**src/rtl/vram_arbiter.sv**
```systemverilog
// Video SRAM sequencer: arbitrates screen, CPU, ULAplus and DMA requesters
// onto one registered SETUP/STROBE/HOLD access cycle.
module vram_arbiter #(
  parameter int ACC_CYCLES   = 2,
  parameter int DMA_MAX_WAIT = 7
) (
  input  logic        clk28,
  input  logic        rst_n,
  input  logic        scr_req,
  input  logic [18:0] scr_addr,
  output logic        scr_ack,
  output logic [7:0]  scr_data,
  input  logic        cpu_req,
  input  logic        cpu_wr,
  input  logic [18:0] cpu_addr,
  input  logic [7:0]  cpu_wdata,
  output logic [7:0]  cpu_rdata,
  output logic        cpu_ack,
  input  logic        up_req,
  input  logic [5:0]  up_addr,
  input  logic [7:0]  up_wdata,
  output logic        up_ack,
  input  logic        dma_req,
  input  logic        dma_wr,
  input  logic [18:0] dma_addr,
  input  logic [7:0]  dma_wdata,
  output logic [7:0]  dma_rdata,
  output logic        dma_ack,
  output logic [18:0] va,
  input  logic [7:0]  vd_in,
  output logic [7:0]  vd_out,
  output logic        vd_oe,
  output logic        n_vrd,
  output logic        n_vwr,
  output logic        busy
);

  typedef enum logic [1:0] {
    IDLE, SETUP, STROBE, HOLD
  } state_t;

  typedef enum logic [1:0] {
    ID_SCR, ID_CPU, ID_UP, ID_DMA
  } req_id_t;

  localparam logic [1:0] CNT_INIT = 2'(ACC_CYCLES - 1);
  localparam logic [3:0] WAIT_MAX = 4'(DMA_MAX_WAIT);

  state_t      state_q, state_d;
  req_id_t     id_q, id_d;
  logic [1:0]  cnt_q, cnt_d;
  logic        wr_q, wr_d;
  logic [18:0] va_q, va_d;
  logic [7:0]  vd_out_q, vd_out_d;
  logic        vd_oe_q, vd_oe_d;
  logic        n_vrd_q, n_vrd_d;
  logic        n_vwr_q, n_vwr_d;
  logic [3:0]  ack_q, ack_d;
  logic [7:0]  scr_data_q, scr_data_d;
  logic [7:0]  cpu_rdata_q, cpu_rdata_d;
  logic [7:0]  dma_rdata_q, dma_rdata_d;
  logic [3:0]  dma_wait_q, dma_wait_d;

  logic        arb_pt, promote, any_req;
  logic        sel_scr, sel_dma_hi, sel_cpu;
  logic        sel_up, sel_dma_lo;
  req_id_t     gnt_id;
  logic        gnt_wr;
  logic [18:0] gnt_addr;
  logic [7:0]  gnt_wdata;

  assign arb_pt  = (state_q == IDLE) || (state_q == HOLD);
  assign promote = dma_req && (dma_wait_q >= WAIT_MAX);
  assign any_req = scr_req | cpu_req | up_req | dma_req;

  // Mutually exclusive grant terms; promoted DMA overtakes CPU and ULAplus
  assign sel_scr    = scr_req;
  assign sel_dma_hi = !scr_req && promote;
  assign sel_cpu    = !scr_req && !promote && cpu_req;
  assign sel_up     = !scr_req && !promote && !cpu_req && up_req;
  assign sel_dma_lo = !scr_req && !promote && !cpu_req
                   && !up_req && dma_req;

  always_comb begin
    gnt_id    = id_q;
    gnt_wr    = 1'b0;
    gnt_addr  = va_q;
    gnt_wdata = vd_out_q;
    unique case (1'b1)
      sel_scr: begin
        gnt_id   = ID_SCR;
        gnt_addr = scr_addr;
      end
      sel_cpu: begin
        gnt_id    = ID_CPU;
        gnt_wr    = cpu_wr;
        gnt_addr  = cpu_addr;
        gnt_wdata = cpu_wdata;
      end
      sel_up: begin
        gnt_id    = ID_UP;
        gnt_wr    = 1'b1;
        gnt_addr  = {2'b00, 3'b111, 8'hFF, up_addr};
        gnt_wdata = up_wdata;
      end
      sel_dma_hi, sel_dma_lo: begin
        gnt_id    = ID_DMA;
        gnt_wr    = dma_wr;
        gnt_addr  = dma_addr;
        gnt_wdata = dma_wdata;
      end
      default: ;
    endcase
  end

  always_comb begin
    state_d     = state_q;
    id_d        = id_q;
    cnt_d       = cnt_q;
    wr_d        = wr_q;
    va_d        = va_q;
    vd_out_d    = vd_out_q;
    vd_oe_d     = vd_oe_q;
    n_vrd_d     = 1'b1;
    n_vwr_d     = 1'b1;
    ack_d       = 4'b0000;
    scr_data_d  = scr_data_q;
    cpu_rdata_d = cpu_rdata_q;
    dma_rdata_d = dma_rdata_q;
    unique case (state_q)
      IDLE, HOLD: begin
        state_d = IDLE;
        vd_oe_d = 1'b0;
        if (any_req) begin
          state_d  = SETUP;
          id_d     = gnt_id;
          wr_d     = gnt_wr;
          va_d     = gnt_addr;
          vd_out_d = gnt_wdata;
          vd_oe_d  = gnt_wr;
        end
      end
      SETUP: begin
        state_d = STROBE;
        cnt_d   = CNT_INIT;
        n_vrd_d = wr_q;
        n_vwr_d = !wr_q;
      end
      STROBE: begin
        if (cnt_q == 2'd0) begin
          state_d = HOLD;
          ack_d   = 4'b0001 << id_q;
          if (!wr_q) begin
            unique case (id_q)
              ID_SCR: scr_data_d  = vd_in;
              ID_CPU: cpu_rdata_d = vd_in;
              ID_DMA: dma_rdata_d = vd_in;
              ID_UP:  ;
            endcase
          end
        end else begin
          cnt_d   = cnt_q - 2'd1;
          n_vrd_d = n_vrd_q;
          n_vwr_d = n_vwr_q;
        end
      end
    endcase
  end

  // Wait count only moves at arbitration points, but a dropped request clears it
  always_comb begin
    dma_wait_d = dma_wait_q;
    if (!dma_req) begin
      dma_wait_d = 4'd0;
    end else if (arb_pt) begin
      if (sel_dma_hi || sel_dma_lo) begin
        dma_wait_d = 4'd0;
      end else if (dma_wait_q != 4'hF) begin
        dma_wait_d = dma_wait_q + 4'd1;
      end
    end
  end

  always_ff @(posedge clk28) begin
    if (!rst_n) begin
      state_q     <= IDLE;
      id_q        <= ID_SCR;
      cnt_q       <= 2'd0;
      wr_q        <= 1'b0;
      va_q        <= 19'd0;
      vd_out_q    <= 8'd0;
      vd_oe_q     <= 1'b0;
      n_vrd_q     <= 1'b1;
      n_vwr_q     <= 1'b1;
      ack_q       <= 4'b0000;
      scr_data_q  <= 8'd0;
      cpu_rdata_q <= 8'd0;
      dma_rdata_q <= 8'd0;
      dma_wait_q  <= 4'd0;
    end else begin
      state_q     <= state_d;
      id_q        <= id_d;
      cnt_q       <= cnt_d;
      wr_q        <= wr_d;
      va_q        <= va_d;
      vd_out_q    <= vd_out_d;
      vd_oe_q     <= vd_oe_d;
      n_vrd_q     <= n_vrd_d;
      n_vwr_q     <= n_vwr_d;
      ack_q       <= ack_d;
      scr_data_q  <= scr_data_d;
      cpu_rdata_q <= cpu_rdata_d;
      dma_rdata_q <= dma_rdata_d;
      dma_wait_q  <= dma_wait_d;
    end
  end

  assign va        = va_q;
  assign vd_out    = vd_out_q;
  assign vd_oe     = vd_oe_q;
  assign n_vrd     = n_vrd_q;
  assign n_vwr     = n_vwr_q;
  assign scr_ack   = ack_q[ID_SCR];
  assign cpu_ack   = ack_q[ID_CPU];
  assign up_ack    = ack_q[ID_UP];
  assign dma_ack   = ack_q[ID_DMA];
  assign scr_data  = scr_data_q;
  assign cpu_rdata = cpu_rdata_q;
  assign dma_rdata = dma_rdata_q;
  assign busy      = (state_q != IDLE);

endmodule

```
**config.mk**
```make
export PLATFORM = sky130hd
export DESIGN_NAME = vram_arbiter
export DESIGN_NICKNAME = d
export VERILOG_FILES = /design/src/rtl/vram_arbiter.sv
export SDC_FILE = /design/constraint.sdc
export NUM_CORES = 1
export LEC_CHECK = 0
export BUFFER_PORTS_ARGS = -buffer_cell sky130_fd_sc_hd__buf_4
export CORE_MARGIN = 4
export CORE_UTILIZATION = 37
export DETAILED_ROUTE_END_ITERATION = 7
export PLACE_DENSITY = 0.68
export SYNTH_ARGS = -nofsm -noshare
export SYNTH_HDL_FRONTEND = slang
export SYNTH_SLANG_ARGS = --single-unit
```
**constraint.sdc**
```tcl
create_clock -name clk28 -period 2.1 [get_ports clk28]
set_clock_uncertainty 0.15 [all_clocks]
set_input_delay 0.42 -clock clk28 [delete_from_list [all_inputs] [get_ports clk28]]
set_output_delay 0.42 -clock clk28 [all_outputs]
set_load 0.01 [all_outputs]
```
==> flow_summary.toml, run 1 <==
[placed_design]
io_buffers = 161
dpl.hpwl_mm = 7.41
gp_congestion = 0.810
dpl.cell_count = 595
placed_cell_area_um2 = 4440

[floorplanning]
die_h_um = 99.5
core_um2 = 8180
die_width_um = 99.5
start_util_pct = 37.9
die_area_um2 = 9900
io_pins = 162
rows = 33

[hold_path]
hold_path.class = "input port to flip-flop"

[clock_tree]
holdBufCountCts = 0
ctsHtreeMaxLevel = 3
clkLatencyLatePin_ns = 0.34
cts_made_buffers = 9
cts_num_sinks = 69
tritoncts = "done"
path_clk_slew_ns = 0.08
clk_path_buf_depth = 2
root_buffer = "clkbuf_8"
postCtsSetupRepairBufs = 0

[worst_setup_path]
critPathMaxFanout = 10
cp_slowest_stage_delay_ns = 0.46
cp_num_buf_inv = 2
critPathLaunchType = "flip-flop"
crit_type = "flip-flop to flip-flop"
end_kind = "flip-flop"
crit_arrival_ns = 2.03
crit_family = "adder cells"
cp_slowest_cell = "ha_1"
path_cells = "inv_1 -> ha_1 -> clkinv_1 -> a32oi_1 -> o22ai_1"
cp.required_ns = 2.17

[timing]
setup_viol = 0
timing.hold.ws_ns = 0.170
final_hold_viol_count = 0
setup-tns-final_ns = 0
period_needed_ns = 1.97
timing.fmax_mhz = 509
rsz0062_at_grt = "true"
slew_viol_final = 0
tightest_slew_ns = 0.496
fin_crit_sh_pct = 93.6
slew-limit-headroom_pct = 66.9

[power]
combPwrFrac_pct = 36.9
p_clk_share_pct = 26.2
p_int_mw = 3.09
p_leak_nw = 2.13
power_mw = 4.71
power.density_nw_per_um2 = 1010
ir_drop_uv = 495
p_sw_share_pct = 34.4
power.share.sequential_pct = 36.8
p_sw_mw = 1.62

[global_routing]
grt_pass1_wl_mm = 15.6
antenna_found_initial = 0
overflow = 0
grt_pass1_vias = 3316
grtUsageTotal_pct = 19.2
grt_max_degree = 27

[layout]
fin_area_um2 = 4680
drive_gt1_share_pct = 40.1
nets = 609
final_common_cell = "buf_4"
syn_to_final_growth_pct = 51.2
antenna_cells = 0
num-fill-cells = 785
final_cells = 611
mostFrequentLayoutCells = "buf_4 (172), dfxtp_1 (69), nand2_1 (29)"

[synthesis]
ys_seq_area_share_pct = 44.6
synth-compound-area-share_pct = 26.5
ys_warn_count = 0
synth_ff_type = "dfxtp_1"
muxShareOfSynthArea_pct = 7.75
synth_top_family_by_area = "compound AO/OA/AOI/OAI gates"
synth-xor-area-share_pct = 0
synthAdderAreaFrac_pct = 2.02
synth_cells = 343
synthArstFlopShare_pct = 0
synth_edf_count = 0
synth_top_area_share_pct = 44.6
ys_ff_latch = 69
synth.distinct_cells = 44
syn_nets = 451
synth_simple_gate_area_share_pct = 13.4
synth_area_leader_cell = "dfxtp_1"
synth_area_leaders = "dfxtp_1 (45%), mux2i_1 (7.8%), o21ai_0 (3.9%), a22oi_1 (3.9%), a21oi_1 (3.6%)"
syn_area_um2 = 3100
syn_area_per_cell_um2 = 9.03

[detailed_routing]
final_antenna_net_count = 0
wirelength_mm = 9.73
dr.pass1.iters = 4
drc = 0
routed-via-count = 3206
post_drt_wl_per_cell_um = 15.9
vias_per_cell = 5.25
drt_iter0_markers = 100

[flow_run]
cap_viol_max_count = 0

[run_status]
status = "complete, no violations"
==> worst paths after layout <==
check | from | end | slack (ns) | cells after the start
min | cpu_addr[10] | va[10]$_SDFFE_PN0P_ | 0.17 | 3
max | state_q[0]$_SDFFE_PN0P_ | vd_out[4]$_SDFFE_PN0P_ | 0.13 | 5
min reg2reg | dma_wait_q[1]$_SDFFE_PN0P_ | dma_wait_q[1]$_SDFFE_PN0P_ | 0.34 | 2
max reg2reg | state_q[0]$_SDFFE_PN0P_ | vd_out[4]$_SDFFE_PN0P_ | 0.13 | 5
==> per-layer routing <==
metal / track usage [%] / vias up / share of wire, %
met5: 0 / - / 0
met4: 6.72 / 0 / 1.3
met3: 4.91 / 11 / 8.5
met2: 32.6 / 134 / 49
met1: 23.6 / 1477 / 41
li1: - / 1584 / -
==> sequential cells by signal, indices dropped and copies added (netlist names), 4 cells and up <==
register	flops
ack_q	4
cpu_rdata	8
dma_rdata	8
dma_wait_q	4
scr_data	8
va	19
vd_out	8
==> cell usage after synthesis, types with 2 or more instances <==
master	instances
nor2_1	25
buf_4	5
nor3_1	6
mux2i_1	24
a221oi_1	10
o22ai_1	8
a22oi_1	16
inv_1	10
nand2b_1	3
or4_1	2
inv_2	2
nor2b_1	7
clkbuf_1	14
or3_1	4
a22o_1	6
dfxtp_1	69
a32oi_1	8
nand2_1	29
ha_1	5
a31oi_1	10
nand4_1	2
a21o_1	2
nand3_1	5
a21oi_1	22
o21ai_0	24
buf_2	7
==> worst reg2reg max path: cells and delay by family (launching register included) <==
kind | cells | cell delay, ns
fa+ha+maj | 1 | 0.46
compound gates | 2 | 0.42
flops | 1 | 0.37
buf+inv | 2 | 0.45
==> cell type report <==
class	count	area [um^2]	share of cell area, %
multi-input cells	234	1560	33.3
repair buffers	174	1330	28.4
flip-flops and latches	69	1380	29.5
inverters	13	48.8	1.04
clock buffers	9	124	2.64
clock inverters	7	106	2.27
well taps	105	131	2.81
==> cell families after synthesis <==
family	after synthesis
AOI/OAI and AO/OA	118
buffers and inverters	40
DFF	69
muxes	24
and+or+nand+nor	87
adders and majority gates	5
==> power by group through the flow <==
stage,registers [mW],clock network (mW),logic [mW]
after CTS,1.74,1.27,1.74
after global routing,1.77,1.32,1.93
after global placement,1.75,0,1.69
final,1.73,1.24,1.74
after floorplan,1.84,0,0.856
after detailed placement,1.76,0,1.74
==> through the flow <==
stage	setup WS, ns	util, %
after global placement	0.187	54.3
after global routing	-0.0259	57.3
final	0.134	57.3
after detailed placement	0.0959	54.3
after floorplan	0.212	-
after CTS	0.0841	57.2
==> repair_timing <==
item	in CTS	in global routing
setup endpoints to repair	0	19
gates resized for setup	0	3
endpoints found under the hold margin	0	0
Note: power is estimated with default switching activity, not from simulation.
==> inputs of run 2 (changes only) <==
- BUFFER_PORTS_ARGS: -buffer_cell sky130_fd_sc_hd__buf_4 -> unset
- CORE_ASPECT_RATIO: unset -> 2
- DONT_BUFFER_PORTS: unset -> 1
- PLACE_DENSITY: 0.68 -> unset
==> run 2 against run 1 <==
Effect of this change:
- sequential power up 9%
- cell area is 25% lower
- combinational power is 36% lower
- first-iteration DRC count is 17% lower
- hold slack worse by 0.093 ns
- die area up 0.89%
- clock power up 12%
- global-route usage is 1.2 points lower
- largest cell class unchanged
==> flow_summary.toml, run 2 (synthesized netlist as in run 1, its figures left out) <==
[floorplanning]
start_util_pct = 37.6
core_um2 = 8230
die_area_um2 = 9990
io_pins = 162
die_width_um = 72.7
die_h_um = 137
rows = 47

[power]
ir_drop_uv = 684
p_clk_share_pct = 31.6
p_sw_share_pct = 34.4
power_mw = 4.39
combPwrFrac_pct = 25.4
power.share.sequential_pct = 43.0
p_int_mw = 2.88
p_sw_mw = 1.51
p_leak_nw = 1.34
power.density_nw_per_um2 = 1250

[clock_tree]
tritoncts = "done"
cts_made_buffers = 9
path_clk_slew_ns = 0.06
root_buffer = "clkbuf_16"
ctsHtreeMaxLevel = 3
clk_path_buf_depth = 2
cts_num_sinks = 69
clkLatencyLatePin_ns = 0.32

[layout]
antenna_cells = 0
num-fill-cells = 842
mostFrequentLayoutCells = "dfxtp_1 (69), nand2_1 (28), nor2_1 (25)"
nets = 447
largest_reg_flops = 19
regArea_um2 = 1380
drive_gt1_share_pct = 12.2
multi_input_area_um2 = 1570
final_common_cell = "dfxtp_1"
syn_to_final_growth_pct = 13.2

[global_routing]
grt_pass1_vias = 2669
grt_max_degree = 35
antenna_found_initial = 0
grtUsageTotal_pct = 18.0
overflow = 0
grt_pass1_wl_mm = 13.7

[flow_run]
cap_viol_max_count = 0

[detailed_routing]
drc = 0
drt_iter0_markers = 83
routed-via-count = 2712
wirelength_mm = 9.23
dr.pass1.iters = 5
post_drt_wl_per_cell_um = 20.9
vias_per_cell = 6.14
final_antenna_net_count = 0

[placed_design]
dpl.hpwl_mm = 6.97
place_ws_ns = 0.0985
gp_congestion = 0.858
io_buffers = 0

[hold_path]
hold_depth = 2
min_from = "cpu_addr[16]"
hold_end = "va[16]$_SDFFE_PN0P_"
hold_path.class = "input port to flip-flop"

[worst_setup_path]
cp.required_ns = 2.20
cp_slowest_stage_delay_ns = 0.46
crit_type = "flip-flop to flip-flop"
rrSetupSlack_ns = 0.12
cp_slowest_cell = "a2111oi_4"
rr_endpoint = "vd_out[4]$_SDFFE_PN0P_"
critPathLaunchType = "flip-flop"
critPathMaxFanout = 6
crit_arrival_ns = 2.07
path_cells = "ha_1 -> a21o_1 -> a2111oi_4 -> buf_4 -> a22oi_1 -> o22ai_1"
reg2regPathDepth = 6
end_kind = "flip-flop"
worstReg2RegStart = "dma_wait_q[0]$_SDFFE_PN0P_"

[timing]
slew-limit-headroom_pct = 66.4
setup-tns-final_ns = 0
timing.fmax_mhz = 506
fin_crit_sh_pct = 94.1
period_needed_ns = 1.98
tightest_slew_ns = 0.504
setup_viol = 0
fin_ws_ns = 0.124
final_hold_viol_count = 0
rsz0062_at_grt = "false"
slew_viol_final = 0

[run_status]
status = "complete, no violations"
## run 2: changes by cell type in the layout (fill, tap and decap cells not counted), sizes merged
cell / delta
inv: -3
clkinvlp: +2
bufinv: -2
dlygate4sd3: +1
buf: -163
clkbuf: +3
## run 2: critical path: cells and delay by family (launching register included)
family                     cells  cell delay (ns)
AOI/OAI and AO/OA              4             0.95
adders and majority gates      1             0.25
buffers and inverters          1             0.22
DFF                            1             0.33
## run 2: cell type report
type | count | share of cell area, %
repair buffers | 12 | 3.00
inverters | 13 | 1.50
multi-input cells | 234 | 44.6
clock inverters | 4 | 0.642
clock buffers | 12 | 7.32
flip-flops and latches | 69 | 39.4
well taps | 98 | 3.50
## run 2: stage by stage
stage	std cells	area (um^2)	hold slack [ns]	util [%]
floorplan	343	3100	0.299	-
global placement	425	3200	0.322	38.8
detailed placement	425	3200	0.337	38.8
CTS	442	3490	0.0580	42.4
global route	442	3510	0.0585	42.6
finish	442	3510	0.0775	42.6
## run 2: how the worst max path moves through the flow
stage | startpoint | end | slack [ns] | depth (start not counted)
2_1_floorplan | state_q[0]$_SDFFE_PN0P_ | vd_out[0]$_SDFFE_PN0P_ | 0.21 | 7
3_3_place_gp | dma_wait_q[0]$_SDFFE_PN0P_ | va[8]$_SDFFE_PN0P_ | 0.13 | 6
3_5_place_dp | dma_wait_q[0]$_SDFFE_PN0P_ | va[8]$_SDFFE_PN0P_ | 0.1 | 6
4_1_cts | state_q[0]$_SDFFE_PN0P_ | vd_out[4]$_SDFFE_PN0P_ | 0.08 | 5
5_1_grt | dma_wait_q[0]$_SDFFE_PN0P_ | vd_out[7]$_SDFFE_PN0P_ | 0.01 | 6
6_report | dma_wait_q[0]$_SDFFE_PN0P_ | vd_out[4]$_SDFFE_PN0P_ | 0.12 | 6
## run 2: power by group through the flow
stage / clock (mW) / combinational [mW] / sequential, mW
4_1_cts: 1.45 / 1.09 / 1.89
6_report: 1.39 / 1.11 / 1.89
2_1_floorplan: 0 / 0.856 / 1.84
3_3_place_gp: 0 / 1.05 / 1.91
5_1_grt: 1.49 / 1.26 / 1.91
3_5_place_dp: 0 / 1.08 / 1.92
## run 2: repair_timing
item,in CTS,in global routing
hold buffers,1,0
endpoints found under the setup margin,0,20
hold endpoints to repair,2,0
setup buffers,0,0
gates resized for setup,0,6
## run 2: layer usage
layer	share of wire (%)	global-route usage (%)	wire length, um	up-vias
li1	-	-	-	1264
met1	36	19.3	3290	1298
met2	55	32.1	5070	139
met3	7.5	4.31	695	11
met4	1.8	8.52	169	0
met5	0	0	0	-
==> inputs of run 3 (changes only) <==
- CORE_UTILIZATION: 37 -> 50
==> run 3 against run 2 <==
Effect of this change:
- clock-buffer cell count is 2 lower
- hold slack worse by 0.0056 ns
- routed wire length decreased by 5.0%
- utilization grew 17 points
- total power up 8.1%
- critical path depth is 1 lower
- cell area increased by 1.3%
- critical endpoint is now vd_out[7]$_SDFFE_PN0P_
- highest routed layer unchanged
==> flow_summary.toml, run 3 (synthesized netlist as in run 1, its figures left out) <==
[global_routing]
grt_max_degree = 35
grt_pass1_vias = 2677
overflow = 0
grt_pass1_wl_mm = 13.9
grtUsageTotal_pct = 23.4
antenna_found_initial = 0

[worst_setup_path]
critPathLaunchType = "flip-flop"
worstReg2RegStart = "state_q[0]$_SDFFE_PN0P_"
end_kind = "flip-flop"
startpoint = "state_q[0]$_SDFFE_PN0P_"
crit_arrival_ns = 2.04
cp.required_ns = 2.15
crit_type = "flip-flop to flip-flop"
critPathMaxFanout = 8

[floorplanning]
die_area_um2 = 7600
rows = 40
die_h_um = 119
start_util_pct = 51.6
core_um2 = 6010
io_pins = 162
die_width_um = 63.7

[detailed_routing]
vias_per_cell = 6.50
wirelength_mm = 8.76
drt_iter0_markers = 102
post_drt_wl_per_cell_um = 21.5
drc = 0
final_antenna_net_count = 0
dr.pass1.iters = 4
routed-via-count = 2651

[layout]
largest_reg_flops = 19
antenna_cells = 0
regArea_um2 = 1380
final_common_cell = "dfxtp_1"
num-fill-cells = 552
final_cells = 408
drive_gt1_share_pct = 11.9
multi_input_area_um2 = 1570
syn_to_final_growth_pct = 14.6
nets = 448
mostFrequentLayoutCells = "dfxtp_1 (69), nand2_1 (28), nor2_1 (25)"

[clock_tree]
clkLatencyLatePin_ns = 0.33
cts_made_buffers = 9
ctsHtreeMaxLevel = 3
root_buffer = "clkbuf_16"
postCtsSetupRepairBufs = 0
path_clk_slew_ns = 0.05
tritoncts = "done"
clk_path_buf_depth = 2
cts_num_sinks = 69

[power]
p_leak_nw = 1.38
ir_drop_uv = 610
power.density_nw_per_um2 = 1340

[timing]
fin_crit_sh_pct = 95.1
setup-tns-final_ns = 0
setup_viol = 0
tightest_slew_ns = 0.646
timing.fmax_mhz = 501
slew-limit-headroom_pct = 56.9
period_needed_ns = 2.00
slew_viol_final = 0
final_hold_viol_count = 0

[run_status]
status = "complete, no violations"

[hold_path]
min_from = "cpu_addr[10]"
hold_path.class = "input port to flip-flop"

[placed_design]
dpl.hpwl_mm = 6.67
io_buffers = 0
gp_congestion = 0.805
dpl.cell_count = 391

[flow_run]
cap_viol_max_count = 0
==> run 3: layout make-up <==
class / instances / area share, %
clock inverters: 6 / 3.10
well taps: 63 / 2.22
repair buffers: 13 / 3.52
clock buffers: 10 / 6.73
flip-flops and latches: 69 / 38.9
inverters: 13 / 1.37
multi-input cells: 234 / 44.2
==> run 3: critical path: stages, from the launching register on <==
cell and delay, ns:
dfxtp_1 0.35, inv_1 0.08, ha_1 0.40, or3_1 0.56, a32oi_1 0.22, o22ai_1 0.10
==> run 3: power breakdown <==
part	switching [mW]	total, mW	internal (mW)	leakage (nW)
sequential	0.300	1.88	1.58	0.564
clock	0.546	1.73	1.19	0.165
combinational	0.673	1.13	0.460	0.651
==> run 3: final timing paths <==
check | endpoint | slack, ns | depth (start not counted)
hold / removal | va[10]$_SDFFE_PN0P_ | 0.07 | 2
setup reg to reg | vd_out[7]$_SDFFE_PN0P_ | 0.10 | 5
setup / recovery | vd_out[7]$_SDFFE_PN0P_ | 0.10 | 5
hold reg to reg | dma_wait_q[1]$_SDFFE_PN0P_ | 0.34 | 2
==> run 3: routing by layer <==
| layer | track usage [%] | share of wire [%] | vias to the layer above | wire length [um] |
|---|---|---|---|---|
| met1 | 25.0 | 34 | 1270 | 2990 |
| met4 | 11.0 | 1.7 | 0 | 149 |
| li1 | - | - | 1267 | - |
| met5 | 0 | 0 | - | 0 |
| met2 | 41.5 | 58 | 101 | 5050 |
| met3 | 6.70 | 6.5 | 13 | 568 |
==> run 3: repair_timing <==
action / CTS / global route
hold buffers: 1 / 0
hold endpoints to repair: 2 / 0
setup endpoints to repair: 0 / 6
resized for setup: 0 / 4
==> run 3: through the flow <==
stage / utilization (%) / power [mW] / setup WS (ns) / hold slack [ns] / instance area (um^2)
3_3_place_gp: 52.9 / 3.01 / 0.133 / 0.323 / 3170
4_1_cts: 58.8 / 4.78 / 0.102 / 0.0639 / 3530
3_5_place_dp: 52.9 / 3.03 / 0.114 / 0.325 / 3170
5_1_grt: 59.1 / 5.02 / -0.00978 / 0.0684 / 3550
6_report: 59.1 / 4.75 / 0.102 / 0.0719 / 3550
2_1_floorplan: - / 2.69 / 0.212 / 0.299 / 3100
